===== src/rtl/screen_seq.sv =====
// PONG screen sequencer: MENU/GAME/OVER/CREDITS FSM switching pipelines on vsync rise.
// Pipeline-to-output latency 1 clk; state changes 2 clks after raw vsync rise; no backpressure.
module screen_seq #(
  parameter int CRED_FRAMES = 600,
  parameter int OVER_FRAMES = 180,
  parameter int CNT_W       = 16
) (
  input  logic        clk,
  input  logic        rst,
  input  logic        vsync_in,
  input  logic        mouse_left,
  input  logic        mouse_right,
  input  logic        game_over,
  input  logic [11:0] menu_rgb,
  input  logic        menu_hsync,
  input  logic        menu_vsync,
  input  logic [11:0] game_rgb,
  input  logic        game_hsync,
  input  logic        game_vsync,
  input  logic [11:0] cred_rgb,
  input  logic        cred_hsync,
  input  logic        cred_vsync,
  output logic [11:0] rgb_out,
  output logic        hsync_out,
  output logic        vsync_out,
  output logic [1:0]  screen,
  output logic        game_rst,
  output logic        cred_rst,
  output logic        game_freeze
);

  typedef enum logic [1:0] {
    S_MENU = 2'd0,
    S_GAME = 2'd1,
    S_OVER = 2'd2,
    S_CRED = 2'd3
  } state_t;

  localparam logic [CNT_W-1:0] OVER_LAST = CNT_W'(OVER_FRAMES - 1);
  localparam logic [CNT_W-1:0] CRED_LAST = CNT_W'(CRED_FRAMES - 1);
  localparam logic [CNT_W-1:0] CNT_ONE   = CNT_W'(1);

  state_t           state, state_nxt;
  logic [CNT_W-1:0] cnt, cnt_nxt;
  logic             vs_r, vs_d, ml_r, ml_d, mr_r, mr_d;
  logic [1:0]       arm;
  logic             frame, l_rise, r_rise;
  logic             req_l, req_r;

  always_ff @(posedge clk or negedge rst) begin
    if (!rst) begin
      vs_r <= 1'b0;
      vs_d <= 1'b0;
      ml_r <= 1'b0;
      ml_d <= 1'b0;
      mr_r <= 1'b0;
      mr_d <= 1'b0;
      arm  <= 2'b00;
    end else begin
      vs_r <= vsync_in;
      vs_d <= vs_r;
      ml_r <= mouse_left;
      ml_d <= ml_r;
      mr_r <= mouse_right;
      mr_d <= mr_r;
      arm  <= {arm[0], 1'b1};
    end
  end

  // The _d registers only hold a genuine post-reset sample once arm[1] is set,
  // so a level already high at reset release never reads as a rise.
  assign frame  = vs_r & ~vs_d & arm[1];
  assign l_rise = ml_r & ~ml_d & arm[1];
  assign r_rise = mr_r & ~mr_d & arm[1];

  always_comb begin
    state_nxt = state;
    cnt_nxt   = cnt;
    if (frame) begin
      case (state)
        S_MENU: begin
          if (req_l || l_rise) begin
            state_nxt = S_GAME;
          end else if (req_r) begin
            state_nxt = S_CRED;
            cnt_nxt   = '0;
          end
        end
        S_GAME: begin
          if (game_over) begin
            state_nxt = S_OVER;
            cnt_nxt   = '0;
          end
        end
        S_OVER: begin
          if (cnt == OVER_LAST) begin
            state_nxt = S_MENU;
            cnt_nxt   = '0;
          end else if (cnt != '1) begin
            cnt_nxt = cnt + CNT_ONE;
          end
        end
        S_CRED: begin
          if (req_l || cnt == CRED_LAST) begin
            state_nxt = S_MENU;
            cnt_nxt   = '0;
          end else if (cnt != '1) begin
            cnt_nxt = cnt + CNT_ONE;
          end
        end
      endcase
    end
  end

  always_ff @(posedge clk or negedge rst) begin
    if (!rst) begin
      state    <= S_MENU;
      cnt      <= '0;
      req_l    <= 1'b0;
      req_r    <= 1'b0;
      game_rst <= 1'b0;
      cred_rst <= 1'b0;
    end else begin
      state    <= state_nxt;
      cnt      <= cnt_nxt;
      game_rst <= (state_nxt == S_GAME) && (state != S_GAME);
      cred_rst <= (state_nxt == S_CRED) && (state != S_CRED);
      // State only moves on a frame, so clearing on frame also covers every state change.
      if (frame) begin
        req_l <= 1'b0;
        req_r <= 1'b0;
      end else begin
        if (l_rise) req_l <= 1'b1;
        if (r_rise) req_r <= 1'b1;
      end
    end
  end

  always_ff @(posedge clk or negedge rst) begin
    if (!rst) begin
      rgb_out   <= 12'h000;
      hsync_out <= 1'b0;
      vsync_out <= 1'b0;
    end else begin
      case (state)
        S_MENU: begin
          rgb_out   <= menu_rgb;
          hsync_out <= menu_hsync;
          vsync_out <= menu_vsync;
        end
        S_GAME, S_OVER: begin
          rgb_out   <= game_rgb;
          hsync_out <= game_hsync;
          vsync_out <= game_vsync;
        end
        S_CRED: begin
          rgb_out   <= cred_rgb;
          hsync_out <= cred_hsync;
          vsync_out <= cred_vsync;
        end
      endcase
    end
  end

  assign screen      = state;
  assign game_freeze = (state == S_OVER);

endmodule


===== config.mk =====
export PLATFORM = sky130hd
export DESIGN_NAME = screen_seq
export DESIGN_NICKNAME = d
export VERILOG_FILES = /design/src/rtl/screen_seq.sv
export SDC_FILE = /design/constraint.sdc
export NUM_CORES = 1
export LEC_CHECK = 0
export CORE_MARGIN = 4
export CORE_UTILIZATION = 47
export DETAILED_ROUTE_END_ITERATION = 10
export PLACE_DENSITY_LB_ADDON = 0.25
export SKIP_CTS_REPAIR_TIMING = 1
export SYNTH_ARGS = -nofsm -noshare
export SYNTH_HDL_FRONTEND = slang
export SYNTH_SLANG_ARGS = --single-unit

===== constraint.sdc =====
create_clock -name clk -period 2.7 [get_ports clk]
set_clock_uncertainty 0.2 [all_clocks]
set_input_delay 0.81 -clock clk [delete_from_list [all_inputs] [get_ports clk]]
set_output_delay 0.81 -clock clk [all_outputs]
set_load 0.02 [all_outputs]

# After elaboration in Yosys (flattened, before gate mapping)
# Index checks and enable logic that the tools add are counted.
dict set report totals {
  reg_bits 44
  latchBits 0
  ramBits 0
  romBits 0
  input_bits 48
  out_inout_bits 19
  elab_cells 69
  n_memories 0
}
dict set report op_classes {
  n_addsub 1
  multipliers 0
  div_mod_pow 0
  order_cmp 0
  n_eq_ne 13
  shift 0
  mux 21
  bitwise_logic 9
  reduce_logical 9
}
# cell count
set ops {}
lappend ops {{$mux 16} 6}
lappend ops {{$pmux 16 s4} 1}
lappend ops {{$pmux 12 s3} 1}
lappend ops {{$add 16x1->16 const B} 1}
lappend ops {{$eq 16x10->1 const B} 1}
lappend ops {{$eq 16x8->1 const B} 1}
lappend ops {{$ne 16x16->1 const B} 1}
lappend ops {{$mux 2} 6}
lappend ops {{$ne 2x2->1 const B} 4}
lappend ops {{$pmux 2 s4} 1}
lappend ops {{$and 1x1->1} 6}
lappend ops {{$eq 2x2->1 const B} 3}
lappend ops {{$pmux 1 s3} 2}
lappend ops {{$eq 2x1->1 const B} 2}
lappend ops {{$mux 1} 4}
lappend ops {{$reduce_and 4->1} 1}
lappend ops {{$reduce_bool 2->1} 2}
lappend ops {{$not 1->1} 3}
lappend ops {{$logic_and 1x1->1} 2}
lappend ops {{$logic_not 2->1} 1}
lappend ops {{$logic_or 1x1->1} 2}
lappend ops {{$ne 2x1->1 const B} 1}
lappend ops {{$reduce_or 2->1} 1}

# Depth between registers and ports, before layout
# Gate-level depths: netlist (run 1).
dict set report logic_depth {
  word_depth 9
  ltp_mapped 8
  depth_no_buf 7
}

# Least setup slack after synthesis (run 1)
# No wires, ideal clock.
dict set report synth_timing {
  path_type {reg-to-reg}
  startpoint {register state[1] (netlist: screen[1])}
  endpoint {register cnt[7]}
  setup_time_ns 0.077
  t_arrival_ns 1.881
  required_ns 2.423
  setup_slack_ns 0.542
  path_stages_with_launch 8
  n_path_buf 0
  period_less_slack_ns 2.158
  cell_sequence {dfrtp_1 > inv_1 > ha_1 > inv_1 > o21a_1 > nand3_4 > or4_1 > a21oi_1}
}
dict set report synth_between {
  elab_chain_len 3
  elab_cells_between_ends 9
  cone_classes {eq/ne (6); mux (1); reduce/logical (2)}
}
# item line_no
set synth_rtl {}
lappend synth_rtl {{start: declaration} 43} ;# state_t state, state_nxt;
lappend synth_rtl {{start signal: assignment} 124} ;# state <= state_nxt;
lappend synth_rtl {{$eq 2x1->1 / $logic_not 2->1 (equally long branches)} 80} ;# case (state)
lappend synth_rtl {{$ne 2x2->1 (no line)} n/a}
lappend synth_rtl {{$reduce_and 4->1 (no line)} n/a}
lappend synth_rtl {{end signal: assignment} 125} ;# cnt <= cnt_nxt;
lappend synth_rtl {{end: declaration} 44} ;# logic [CNT_W-1:0] cnt, cnt_nxt;
# Parallel ways exist; a longest one is shown, timed or not.
# A chain may end at the register's enable or synchronous reset.

# Worst setup path in the final report (run 1)
dict set report layout_timing {
  startpoint {register state[0] (netlist: screen[0])}
  endpoint {output port screen[0]}
}
# item line_no
set layout_lines {}
lappend layout_lines {{end: declaration} 26} ;# output logic [1:0] screen,
# No word-level cell between the ends.

==> load_flow_metrics.sql, run 1 <==
INSERT INTO impl_metrics (metric_group, metric, value, unit) VALUES
('synth', 'synth_seq_cells', '44', ''),
('cells_and_area', 'area_delta_synth_final', '37.6', '%'),
('cts', 'tritoncts.num_buffers', '5', ''),
('pwr', 'power.leakage', '0.00130', 'uW'),
('drt', 'dr.first_iter.drc_count', '221', ''),
('cts', 'clockBufferDepth', '2', ''),
('worst_setup_path', 'ff2ff_setup_slack', '0.32', 'ns'),
('timing', 'worst_slack', '0.303', 'ns'),
('pwr', 'seq_power_share', '0.346', ''),
('place', 'detailed_place_hpwl', '4.25', 'mm'),
('synth', 'synth.avg_cell_area', '10.4', 'um^2'),
('timing', 'timing.final.crit_share', '0.888', ''),
('synth', 'ys_seq_area_frac', '0.485', ''),
('cells_and_area', 'multi_input_area', '1100', 'um^2'),
('worst_setup_path', 'regToRegEndpoint', 'cred_rst$_DFF_PN0_', ''),
('global_routing', 'grt_start_max_net_pins', '30', ''),
('cts', 'htreeDepth', '2', ''),
('synth', 'yosys.area.top_type', 'dfrtp_1', ''),
('cells_and_area', 'drive_above_1_share', '0.110', ''),
('worst_setup_path', 'worst-path-buf-inv', '1', ''),
('global_routing', 'grt_pass1_wl', '9.17', 'mm'),
('status', 'status', 'completed', ''),
('floorplan', 'floorplan.rows', '25', ''),
('timing', 'fin_crit', '2.40', 'ns'),
('synth', 'synth-main-ff-cell', 'dfrtp_1', ''),
('timing', 'tns', '0', 'ns'),
('synth', 'yosys_warnings', '0', ''),
('pwr', 'clockPowerShare', '0.187', ''),
('worst_setup_path', 'timing.setup.critical_path_class', 'flop to output pin', ''),
('synth', 'edff_count_synth', '0', ''),
('worst_setup_path', 'slowest_delay', '0.65', 'ns'),
('timing', 'timing.final.setup_violations', '0', ''),
('pwr', 'power_density', '835', 'nW/um^2'),
('global_routing', 'grt_pass1_vias', '1937', ''),
('pwr', 'switchingPower', '995', 'uW'),
('worst_setup_path', 'cp-start-kind', 'flop', ''),
('global_routing', 'globalRouteOverflowTotal', '0', ''),
('worst_setup_path', 'path_delay_family', 'buffers and inverters', ''),
('timing', 'final-hold-violation-count', '0', ''),
('synth', 'yosys.cell_types.count', '55', ''),
('place', 'placer_congestion', '0.857', ''),
('cts', 'clkLatencyLatePin', '0.30', 'ns'),
('timing', 'fmax', '0.417', 'GHz'),
('cts', 'clock_root_buffer', 'clkbuf_8', ''),
('floorplan', 'die_w', '77.5', 'um'),
('timing', 'slew_headroom', '0.626', ''),
('worst_setup_path', 'cp_slowest_cell', 'clkdlybuf4s50_1', ''),
('worst_setup_path', 'critical_path_cell_list', 'clkdlybuf4s50_1', ''),
('worst_setup_path', 'setup.worst_path.start', 'screen[0]$_DFF_PN0_', ''),
('synth', 'synth.cell_area', '2270', 'um^2'),
('worst_setup_path', 'worst_r2r_startpoint', 'cnt[10]$_DFFE_PN0P_', ''),
('place', 'numPortBuffers', '66', ''),
('cts', 'clkSlewWorstSetupHoldPaths', '0.08', 'ns'),
('floorplan', 'floorplan.initialDensity', '0.484', ''),
('job', 'timing.max_cap.violations', '0', ''),
('cells_and_area', 'filler_cell_count', '372', ''),
('worst_setup_path', 'critical_path_arrival', '1.39', 'ns'),
('worst_setup_path', 'critical_path_depth', '1', ''),
('drt', 'drt_first_pass_iters', '4', ''),
('cells_and_area', 'antenna-diode-count', '0', ''),
('drt', 'detail_route.drc_violations', '0', ''),
('floorplan', 'die_height', '77.5', 'um'),
('cells_and_area', 'instances_no_fill', '346', ''),
('synth', 'leading_post_synthesis_cells_by_cell_area', 'dfrtp_1 48%, a22oi_1 4.6%, o21ai_0 4.0%', ''),
('hold_path', 'hold_class', 'flop to flop', ''),
('worst_setup_path', 'critPathMaxFanout', '5', ''),
('synth', 'synth_top_area_frac', '0.485', ''),
('global_routing', 'grt.total_usage', '0.193', ''),
('worst_setup_path', 'timing.critical_path.required', '1.69', 'ns'),
('timing', 'slew_viol_final', '0', ''),
('drt', 'drt_wl_total', '5.56', 'mm');
## layout by cell type, fill, tap and decap left out, types with 2 or more instances in the layout
cell type and count:
clkdlybuf4s50_1 64, nand3b_1 2, a41oi_1 2, xnor2_1 2, ha_1 6, nor4_1 5, o21ai_0 18, clkbuf_8 5
inv_1 8, or4_1 2, xor2_1 5, buf_4 8, and3b_2 2, a22oi_1 14, nand3_1 4, and4bb_1 2
a21oi_1 10, nand3_4 2, nor2_1 16, nand2_1 19, dfrtp_1 44, nand4_1 11, nor3_1 2, nor3b_1 2
o31ai_1 2
## cell families after synthesis
group | Yosys count | share of synthesized area
and+or+nand+nor | 81 | 0.226
AOI/OAI and AO/OA | 62 | 0.192
DFF | 44 | 0.485
buffers and inverters | 16 | 0.0309
xor gates and xnor gates | 7 | 0.0270
adders and majority gates | 6 | 0.0331
other | 1 | 0.00165
muxes | 1 | 0.00441
## layer usage
metal,up-vias,global-route usage,share of wire
met5,-,0,0
met4,0,0.0658,0.019
met3,9,0.0568,0.062
met2,61,0.339,0.52
met1,905,0.224,0.40
li1,958,-,-
## state kept, by name, summed over array words and instances (netlist names), 2 cells and up
signal   flops
cnt         16
screen       2
rgb_out     12
arm          2
## synth_stat cells, types with 2 or more instances
cell / count
dfrtp_1: 44
nand2_1: 19
o21ai_0: 18
nor2_1: 16
a22oi_1: 14
nand4_1: 11
a21oi_1: 10
inv_1: 8
ha_1: 6
clkbuf_1: 5
nor4_1: 5
xor2_1: 5
nand3_1: 4
a41oi_1: 2
and3b_2: 2
and4bb_1: 2
buf_2: 2
nand3_4: 2
nand3b_1: 2
nor3_1: 2
nor3b_1: 2
o31ai_1: 2
or4_1: 2
xnor2_1: 2
## worst min path at each step
stage                                start          endpoint  slack [ns]  cells past startpoint
after global placement    arm[0]$_DFF_PN0_  arm[1]$_DFF_PN0_        0.13                      0
after global routing      arm[0]$_DFF_PN0_  arm[1]$_DFF_PN0_        0.16                      0
after floorplan           arm[0]$_DFF_PN0_  arm[1]$_DFF_PN0_        0.13                      0
after detailed placement  arm[0]$_DFF_PN0_  arm[1]$_DFF_PN0_        0.14                      0
after CTS                 arm[0]$_DFF_PN0_  arm[1]$_DFF_PN0_        0.16                      0
final                     arm[0]$_DFF_PN0_  arm[1]$_DFF_PN0_        0.16                      0
## worst register-to-register path: stages, from the launching register on
cell	delay (ns)
dfrtp_1	0.44
nor4_1	0.48
nand4_1	0.20
a22o_1	0.41
o221a_2	0.37
nor3b_1	0.15
## power groups by stage
stage          Sequential (uW)  Combinational [uW]  Clock (uW)
2_1_floorplan             1050                 568           0
3_3_place_gp               905                1200           0
3_5_place_dp               912                1220           0
4_1_cts                    902                1230         495
5_1_grt                    921                1330         530
6_report                   901                1220         488
## per-stage QoR
stage / power [uW] / area (um^2) / utilization
detailed placement: 2130 / 3010 / 0.642
finish: 2610 / 3120 / 0.666
global route: 2780 / 3120 / 0.666
CTS: 2630 / 3120 / 0.665
global placement: 2110 / 3010 / 0.642
floorplan: 1620 / 2270 / -
## final cells by class
class,count,area share
well taps,54,0.0216
multi-input cells,158,0.352
clock inverters,2,0.0112
repair buffers,74,0.230
flip-flops and latches,44,0.352
clock buffers,6,0.0232
inverters,8,0.00961
Note: power is estimated with default switching activity, not from simulation.
==> inputs of run 2 (changes only) <==
- CAP_MARGIN: default -> 0
- SETUP_SLACK_MARGIN: default -> 0.15
==> results of run 2 <==
Same layout as run 1: the final DEF is identical, and so are final timing and power.
==> inputs of run 3 (changes only) <==
- GPL_TIMING_DRIVEN: default -> 0
==> load_flow_metrics.sql, run 3 (same netlist as run 1, synthesis figures left out) <==
INSERT INTO impl_metrics (metric_group, metric, value, unit) VALUES
('cts', 'clock_sinks', '44', ''),
('worst_setup_path', 'critPathMaxFanout', '5', ''),
('drt', 'avgViaCountPerCell', '5.70', ''),
('cts', 'tritoncts', 'yes', ''),
('global_routing', 'grt_pass1_vias', '1972', ''),
('worst_setup_path', 'slowest_delay', '0.65', 'ns'),
('drt', 'postRouteAntennaNets', '0', ''),
('floorplan', 'placeableCoreArea', '4690', 'um^2'),
('cells_and_area', 'most-common-layout-cells', '64 x clkdlybuf4s50_1, 44 x dfrtp_1, 19 x nand2_1', ''),
('pwr', 'power.leakage', '0.00128', 'uW'),
('cells_and_area', 'largest_register_ff_count', '16', ''),
('cells_and_area', 'drive_above_1_share', '0.102', ''),
('cts', 'htreeDepth', '2', ''),
('cells_and_area', 'area_delta_synth_final', '37.3', '%'),
('global_routing', 'grt.total_usage', '0.192', ''),
('floorplan', 'floorplan.initialDensity', '0.484', ''),
('place', 'numPortBuffers', '66', ''),
('worst_setup_path', 'critical_path_arrival', '1.40', 'ns'),
('cts', 'clockBufferDepth', '2', ''),
('global_routing', 'grt_antenna_before_repair', '0', ''),
('worst_setup_path', 'critical_path_depth', '1', ''),
('cells_and_area', 'registers.top_by_ff_count', 'cnt', ''),
('worst_setup_path', 'worst-r2r-cell-count', '6', ''),
('worst_setup_path', 'path_delay_family', 'buffers and inverters', ''),
('worst_setup_path', 'worst-path-buf-inv', '1', ''),
('worst_setup_path', 'critPathCaptureType', 'output pin', ''),
('timing', 'tightest_slew', '0.625', 'ns'),
('pwr', 'irDropWorstVdd', '496', 'uV'),
('cts', 'clkSlewWorstSetupHoldPaths', '0.08', 'ns'),
('cells_and_area', 'finalNetCount', '346', ''),
('hold_path', 'timing.hold.worst_path_depth', '0', ''),
('worst_setup_path', 'cp-start-kind', 'flop', ''),
('floorplan', 'floorplan.rows', '25', ''),
('place', 'detailed_place_hpwl', '4.14', 'mm'),
('drt', 'wl_per_cell', '15.6', 'um'),
('drt', 'drt_first_pass_iters', '4', ''),
('drt', 'drt_wl_total', '5.42', 'mm'),
('cts', 'tritoncts.num_buffers', '5', ''),
('timing', 'fin_crit', '2.41', 'ns'),
('timing', 'final-hold-violation-count', '0', ''),
('timing', 'fmax', '0.415', 'GHz'),
('cells_and_area', 'final_common_cell', 'clkdlybuf4s50_1', ''),
('floorplan', 'die_area', '6010', 'um^2'),
('timing', 'worst_slack', '0.292', 'ns'),
('global_routing', 'globalRouteOverflowTotal', '0', ''),
('timing', 'grt_setup_unrepaired', 'false', ''),
('drt', 'num_vias', '1978', ''),
('drt', 'dr.first_iter.drc_count', '174', ''),
('floorplan', 'floorplan.io_pins', '67', ''),
('timing', 'slew_headroom', '0.579', ''),
('job', 'timing.max_cap.violations', '0', ''),
('global_routing', 'grt_start_max_net_pins', '25', ''),
('cts', 'clkLatencyLatePin', '0.31', 'ns'),
('timing', 'hold_slack', '0.156', 'ns'),
('timing', 'timing.final.crit_share', '0.892', ''),
('worst_setup_path', 'cp_slowest_cell', 'clkdlybuf4s50_1', ''),
('cells_and_area', 'reg.largest.list', 'cnt: 16 flops, rgb_out: 12 flops', ''),
('worst_setup_path', 'timing.critical_path.required', '1.69', 'ns'),
('floorplan', 'die_height', '77.5', 'um'),
('status', 'status', 'completed', ''),
('pwr', 'power_density', '817', 'nW/um^2'),
('global_routing', 'grt_pass1_wl', '9.24', 'mm'),
('worst_setup_path', 'critical_path_cell_list', 'clkdlybuf4s50_1', ''),
('timing', 'timing.final.setup_violations', '0', ''),
('worst_setup_path', 'timing.setup.critical_path_class', 'flop to output pin', ''),
('cts', 'clock_root_buffer', 'clkbuf_8', ''),
('floorplan', 'die_w', '77.5', 'um'),
('timing', 'slew_viol_final', '0', ''),
('cells_and_area', 'antenna-diode-count', '0', ''),
('hold_path', 'hold_class', 'flop to flop', ''),
('drt', 'detail_route.drc_violations', '0', ''),
('cells_and_area', 'filler_cell_count', '365', ''),
('place', 'placer_congestion', '0.792', ''),
('place', 'pre_cts_slack', '-0.100', 'ns');
run 3: changes by cell type in the layout (fill, tap and decap cells not counted), sizes merged:
cell	previous run	this run
clkbuf	6	10
clkinvlp	0	2
bufinv	1	0
buf	9	5
run 3: area by class of cell:
cell class,count,area [um^2],share of cell area
multi-input cells,158,1100,0.353
repair buffers,67,686,0.220
well taps,54,67.6,0.0217
clock buffers,5,68.8,0.0221
plain buffers,8,40.0,0.0128
flip-flops and latches,44,1100,0.353
clock inverters,3,23.8,0.00762
inverters,8,30.0,0.00963
run 3: worst register-to-register path: cells and delay by family, from the launching register on:
family                   cells  cell delay, ns
AO/OA/AOI/OAI                2            0.79
AND/OR/NAND/NOR              3            0.50
flip-flops                   1            0.41
adder cells (fa/ha/maj)      1            0.26
run 3: final timing paths:
check / endpoint / slack (ns) / from
worst min register to register: arm[1]$_DFF_PN0_ / 0.16 / arm[0]$_DFF_PN0_
worst max-delay path: screen[0] / 0.29 / screen[0]$_DFF_PN0_
worst max register to register: cred_rst$_DFF_PN0_ / 0.40 / cnt[0]$_DFFE_PN0P_
min in group asynchronous: cnt[4]$_DFFE_PN0P_ / 0.26 / rst
max in group asynchronous: rgb_out[3]$_DFF_PN0_ / 1.54 / rst
worst min-delay path: arm[1]$_DFF_PN0_ / 0.16 / arm[0]$_DFF_PN0_
run 3: layer usage:
layer  track usage  routed length (um)
met1         0.243                2250
met2         0.313                2690
met4        0.0712                 102
met3        0.0568                 379
met5             0                   0
run 3: power breakdown:
part,internal [uW],switching [uW]
clock network,183,238
logic,526,704
registers,812,83.6
total,1520,1030
run 3: stage by stage:
step	cell area, um^2	std cells	power [uW]	setup TNS, ns	utilization
6_report	3120	347	2550	0	0.665
3_3_place_gp	3000	338	2120	-23.96	0.639
4_1_cts	3110	347	2580	-0.0185	0.664
5_1_grt	3120	347	2740	0	0.665
3_5_place_dp	3020	339	2140	-0.166	0.644
2_1_floorplan	2270	218	1620	0	-
